## config.mk

```make
export PLATFORM = sky130hd
export DESIGN_NAME = lmac_reg_rd_master
export DESIGN_NICKNAME = d
export VERILOG_FILES = /design/src/rtl/lmac_reg_pkg.sv /design/src/rtl/lmac_reg_rd_master.sv
export SDC_FILE = /design/constraint.sdc
export NUM_CORES = 1
export LEC_CHECK = 0
export ABC_AREA = 0
export CAP_MARGIN = 20
export CORE_ASPECT_RATIO = 0.8
export CORE_MARGIN = 2
export CORE_UTILIZATION = 32
export CTS_CLUSTER_DIAMETER = 80
export DETAILED_ROUTE_END_ITERATION = 7
export GPL_TIMING_DRIVEN = 1
export PLACE_DENSITY = 0.61
export SLEW_MARGIN = 20
export SYNTH_ARGS = -nofsm -noshare
export SYNTH_HDL_FRONTEND = slang
export SYNTH_SLANG_ARGS = --single-unit
export TNS_END_PERCENT = 5
```

## constraint.sdc

```tcl
create_clock -name clk -period 6.5 [get_ports clk]
set_clock_uncertainty 0.15 [all_clocks]
set_input_delay 1.95 -clock clk [delete_from_list [all_inputs] [get_ports clk]]
set_output_delay 1.95 -clock clk [all_outputs]
set_load 0.01 [all_outputs]
```

## src/rtl/lmac_reg_pkg.sv

```systemverilog
// ---------------------------------------------------------------------------
// lmac_reg_pkg
// Shared definitions for the LMAC register read master: the FSM state
// encoding, address/data/counter widths and the parameter defaults.
// ---------------------------------------------------------------------------
package lmac_reg_pkg;

  localparam int unsigned ADDR_W = 16;
  localparam int unsigned DATA_W = 32;
  localparam int unsigned CNT_W  = 16;

  localparam int unsigned        DEF_TIMEOUT_CYCLES = 255;
  localparam logic [DATA_W-1:0]  DEF_ERR_DATA       = 32'hFFFF_FFFF;

  typedef enum logic [1:0] {
    ST_IDLE  = 2'd0,
    ST_START = 2'd1,
    ST_WAIT  = 2'd2,
    ST_RESP  = 2'd3
  } state_t;

endpackage

```

## src/rtl/lmac_reg_rd_master.sv

```systemverilog
// ---------------------------------------------------------------------------
// lmac_reg_rd_master
// Turns a host read request into a one-cycle read strobe on the MAC register
// port, waits for the MAC completion (bounded by TIMEOUT_CYCLES), and returns
// the read data -- or ERR_DATA with rsp_err=1 on timeout -- to the host.
//
// Handshakes: a transfer happens on a rising edge where valid and ready are
// both 1. The request side (req_valid/req_ready) and the response side
// (rsp_valid/rsp_ready) both follow that rule; once rsp_valid is raised it
// stays high with rsp_data/rsp_err stable until the transfer.
//
// Ports
//   clk, rst          clock, synchronous active-high reset
//   req_valid/ready   host request handshake, req_addr = register address
//   rsp_valid/ready   host response handshake, rsp_data/rsp_err = result
//   host_addr_reg     address presented to the MAC register port
//   reg_rd_start      one-cycle read strobe to the MAC
//   reg_rd_done_out   MAC read complete; FMAC_REGDOUT valid in that cycle
//   err_count         saturating count of timed-out reads
//   state_dbg         current FSM state, for observation only
// ---------------------------------------------------------------------------
module lmac_reg_rd_master
  import lmac_reg_pkg::*;
#(
  parameter int unsigned       TIMEOUT_CYCLES = DEF_TIMEOUT_CYCLES,
  parameter logic [DATA_W-1:0] ERR_DATA       = DEF_ERR_DATA
) (
  input  logic              clk,
  input  logic              rst,
  input  logic              req_valid,
  output logic              req_ready,
  input  logic [ADDR_W-1:0] req_addr,
  output logic              rsp_valid,
  input  logic              rsp_ready,
  output logic [DATA_W-1:0] rsp_data,
  output logic              rsp_err,
  output logic [ADDR_W-1:0] host_addr_reg,
  output logic              reg_rd_start,
  input  logic              reg_rd_done_out,
  input  logic [DATA_W-1:0] FMAC_REGDOUT,
  output logic [CNT_W-1:0]  err_count,
  output state_t            state_dbg
);

  // Timeout fires in the WAIT cycle whose increment brings the counter to
  // TIMEOUT_CYCLES-1. The counter is 0 in the first WAIT cycle, so the read
  // spends TIMEOUT_CYCLES-1 cycles in WAIT and the response appears
  // TIMEOUT_CYCLES cycles after the strobe. 17-bit compare so that
  // TIMEOUT_CYCLES=1 (target 0) fires immediately instead of never.
  localparam logic [CNT_W:0] TIMEOUT_LAST = (CNT_W+1)'(TIMEOUT_CYCLES - 1);

  state_t           state, state_next;
  logic [CNT_W-1:0] wait_cnt;
  logic             timeout_hit;
  logic             cap_good;
  logic             cap_timeout;

  assign timeout_hit = (({1'b0, wait_cnt} + {{CNT_W{1'b0}}, 1'b1}) >= TIMEOUT_LAST);
  assign state_dbg   = state;

  // Next-state and handshake outputs
  always_comb begin
    state_next   = state;
    req_ready    = 1'b0;
    reg_rd_start = 1'b0;
    rsp_valid    = 1'b0;
    cap_good     = 1'b0;
    cap_timeout  = 1'b0;
    case (state)
      ST_IDLE: begin
        req_ready = 1'b1;
        if (req_valid) state_next = ST_START;
      end
      ST_START: begin
        // Any done seen here belongs to no outstanding read and is dropped.
        reg_rd_start = 1'b1;
        state_next   = ST_WAIT;
      end
      ST_WAIT: begin
        // Done is checked first so a completion on the timeout cycle wins.
        if (reg_rd_done_out) begin
          cap_good   = 1'b1;
          state_next = ST_RESP;
        end else if (timeout_hit) begin
          cap_timeout = 1'b1;
          state_next  = ST_RESP;
        end
      end
      ST_RESP: begin
        rsp_valid = 1'b1;
        if (rsp_ready) state_next = ST_IDLE;
      end
      default: state_next = ST_IDLE;
    endcase
  end

  // State, counters and response registers
  always_ff @(posedge clk) begin
    if (rst) begin
      state         <= ST_IDLE;
      wait_cnt      <= '0;
      host_addr_reg <= '0;
      rsp_data      <= '0;
      rsp_err       <= 1'b0;
      err_count     <= '0;
    end else begin
      state <= state_next;

      if (state == ST_IDLE && req_valid) host_addr_reg <= req_addr;

      if (state == ST_START)     wait_cnt <= '0;
      else if (state == ST_WAIT) wait_cnt <= wait_cnt + {{(CNT_W-1){1'b0}}, 1'b1};

      if (cap_good) begin
        rsp_data <= FMAC_REGDOUT;
        rsp_err  <= 1'b0;
      end else if (cap_timeout) begin
        rsp_data <= ERR_DATA;
        rsp_err  <= 1'b1;
        if (err_count != {CNT_W{1'b1}})
          err_count <= err_count + {{(CNT_W-1){1'b0}}, 1'b1};
      end
    end
  end

endmodule

```

==> flow_summary.json <==
{
  "io_buffer_count": 122,
  "cts_tree": "built",
  "holdPathEnd": "host_addr_reg[5]",
  "arrival_ns": 3.81,
  "drc": 0,
  "synth_edf_count": 0,
  "largest_register": "rsp_data",
  "max_slew_margin_pct": 42.2,
  "yosys-top-cells-count": "nand2_1, dfxtp_1, a21oi_1",
  "path_max_fanout": 59,
  "ctsResizeCount": 0,
  "setup_viol": 0,
  "vias_per_cell": 5.01,
  "grt_usage_pct": 16.5,
  "synth.area.top_cells": "dfxtp_1, nand2_1, a31oi_1",
  "htreeDepth": 3,
  "cts_buffers": 9,
  "hold_buffers": 0,
  "wl_um": 9940,
  "ys_ff_latch": 83,
  "whs_ns": 0.303,
  "antenna_left": 0,
  "grt_max_degree": 60,
  "final_nets": 623,
  "setup.worst_path.end_class": "register",
  "worstSetupStartpointType": "input port",
  "power.leakage_nw": 1.77,
  "fp-row-count": 35,
  "grt_overflow": 0,
  "r2r-start": "wait_cnt[0]",
  "post-dp-hpwl_um": 6840,
  "synth.avg_cell_area_sq_um": 8.05,
  "peakVddDrop_mv": 0.123,
  "die_y_um": 100,
  "drive_gt1_share_pct": 5.47,
  "postCtsSetupBuffers": 0,
  "min_path_type": "reg -> reg",
  "finalMaxSlewViolations": 0,
  "max-cap-violations": 0,
  "dp.cells": 700,
  "cts.sinks": 83,
  "die_area_sq_mm": 0.0124,
  "rsz0062_at_grt": "no",
  "r2r_end": "err_count[10]",
  "min_period_ns": 3.74,
  "final_cell_count_no_fill": 715,
  "cts_root_buffer": "clkbuf_16",
  "yosysWarningCount": 0,
  "num-fill-cells": 1103,
  "drt-initial-drc-count": 178,
  "cts.path.max_buffers": 2,
  "start_util_pct": 32.5,
  "antenna_found_initial": 0,
  "synth_most_common_cell": "nand2_1",
  "synthesis.nets": 519,
  "tightestPinTransition_ns": 0.860,
  "clk_pin_slew_worst_paths_ns": 0.06,
  "p_per_area_mw_per_mm2": 287,
  "min_from": "host_addr_reg[5]",
  "fmax_mhz": 267,
  "largest_register_ffs": 32,
  "diodes": 0,
  "gp_congestion": 0.802,
  "grt_pass1_vias": 3337,
  "r2r_slack_ns": 3.58,
  "grt_pass1_wl_um": 16400,
  "first_pass_iters": 4,
  "netlist_area_sq_mm": 0.00369,
  "setup_tns_ns": 0,
  "wl_per_cell_um": 13.9,
  "crit_type": "in -> reg",
  "hold_depth": 2,
  "fin_crit_sh_pct": 57.5,
  "postSynthCellCount": 459,
  "outcome": "completed",
  "syn2layout_area_growth_pct": 43.8,
  "vias": 3580,
  "synth_cell_type_count": 49,
  "ys.flop_type": "dfxtp_1",
  "clock_latency_ns": 0.33,
  "reg2reg_depth": 9,
  "yosysTopAreaCell": "dfxtp_1",
  "required_ns": 6.57,
  "core_area_sq_mm": 0.0114,
  "synthArstFlopShare_pct": 0,
  "synth_top_area_share_pct": 45.0,
  "ios": 123,
  "die_w_um": 124,
  "finalPower_mw": 1.52,
  "ys_seq_area_share_pct": 45.0,
  "hold_viol_final": 0
}
## kinds of logic (layout without fill, tap and decap cells)
group	Yosys count	count (layout)	share of synthesized area (%)
XOR/XNOR	16	16	3.79
AND/OR/NAND/NOR	207	207	26.4
buffers and inverters	42	150	4.77
flip-flops	83	83	45.0
AO/OA/AOI/OAI	99	99	16.2
adder cells (fa/ha/maj)	7	7	2.37
multiplexers	5	5	1.49
## per-stage QoR
stage	setup WS [ns]	utilization [%]	cell area, sq um
floorplan	3.20	-	3690
global placement	2.43	43.8	4980
detailed placement	2.41	43.8	4980
CTS	2.74	46.6	5310
global route	2.65	46.7	5310
finish	2.76	46.7	5310
## metal layers
metal / global-route usage (%) / routed length (um) / vias to the layer above
li1: - / - / 1800
met1: 21.7 / 4540 / 1632
met2: 23.9 / 4060 / 134
met3: 7.84 / 1200 / 14
met4: 5.19 / 138 / 0
met5: 0 / 0 / -
## power by group
part	internal (mW)	switching (mW)	total, mW
Combinational	0.178	0.190	0.368
Clock	0.355	0.203	0.558
Sequential	0.560	0.0374	0.598
## critical path: stages
cell and delay, ns:
clkdlybuf4s50_1 0.45, and2b_1 0.30, o21ai_4 0.07, buf_4 0.30, nor4b_1 0.37, mux2_2 0.37
## worst max-delay path by stage
stage	endpoint	depth (start not counted)	slack, ns	start
global placement	err_count[10]	6	2.43	reg_rd_done_out
detailed placement	err_count[5]	6	2.41	reg_rd_done_out
CTS	req_ready	3	2.74	state_dbg[0]
floorplan	err_count[10]	5	3.20	reg_rd_done_out
global route	err_count[5]	6	2.65	reg_rd_done_out
finish	err_count[10]	6	2.76	reg_rd_done_out
## layout by cell type (no fill, tap or decap), types with 3 or more instances in the layout
master and instances:
mux2_2 4, and2_1 3, and3_1 4, xor2_1 10
dfxtp_1 83, a31oi_1 32, nor4_1 3, or4_1 3
nor2_1 25, a21oi_1 36, ha_1 7, nand4_1 8
o31ai_1 4, o21ai_0 13, nor2b_1 4, clkdlybuf4s50_1 121
nand3_1 11, or3_1 13, nand2_1 110, a211oi_1 4
xnor2_1 6, clkbuf_16 9, nor3_1 4, and4_1 3
inv_1 11
## final cells by class
cell class	instances	area, sq um	area share, %
clock inverter	4	73.8	1.39
sequential	83	1660	31.3
inverter	11	41.3	0.777
multi-input combinational	334	1870	35.2
clock buffer	11	253	4.76
tap	148	185	3.48
timing repair buffer	124	1230	23.2
Power figures use the tool's default switching activity.
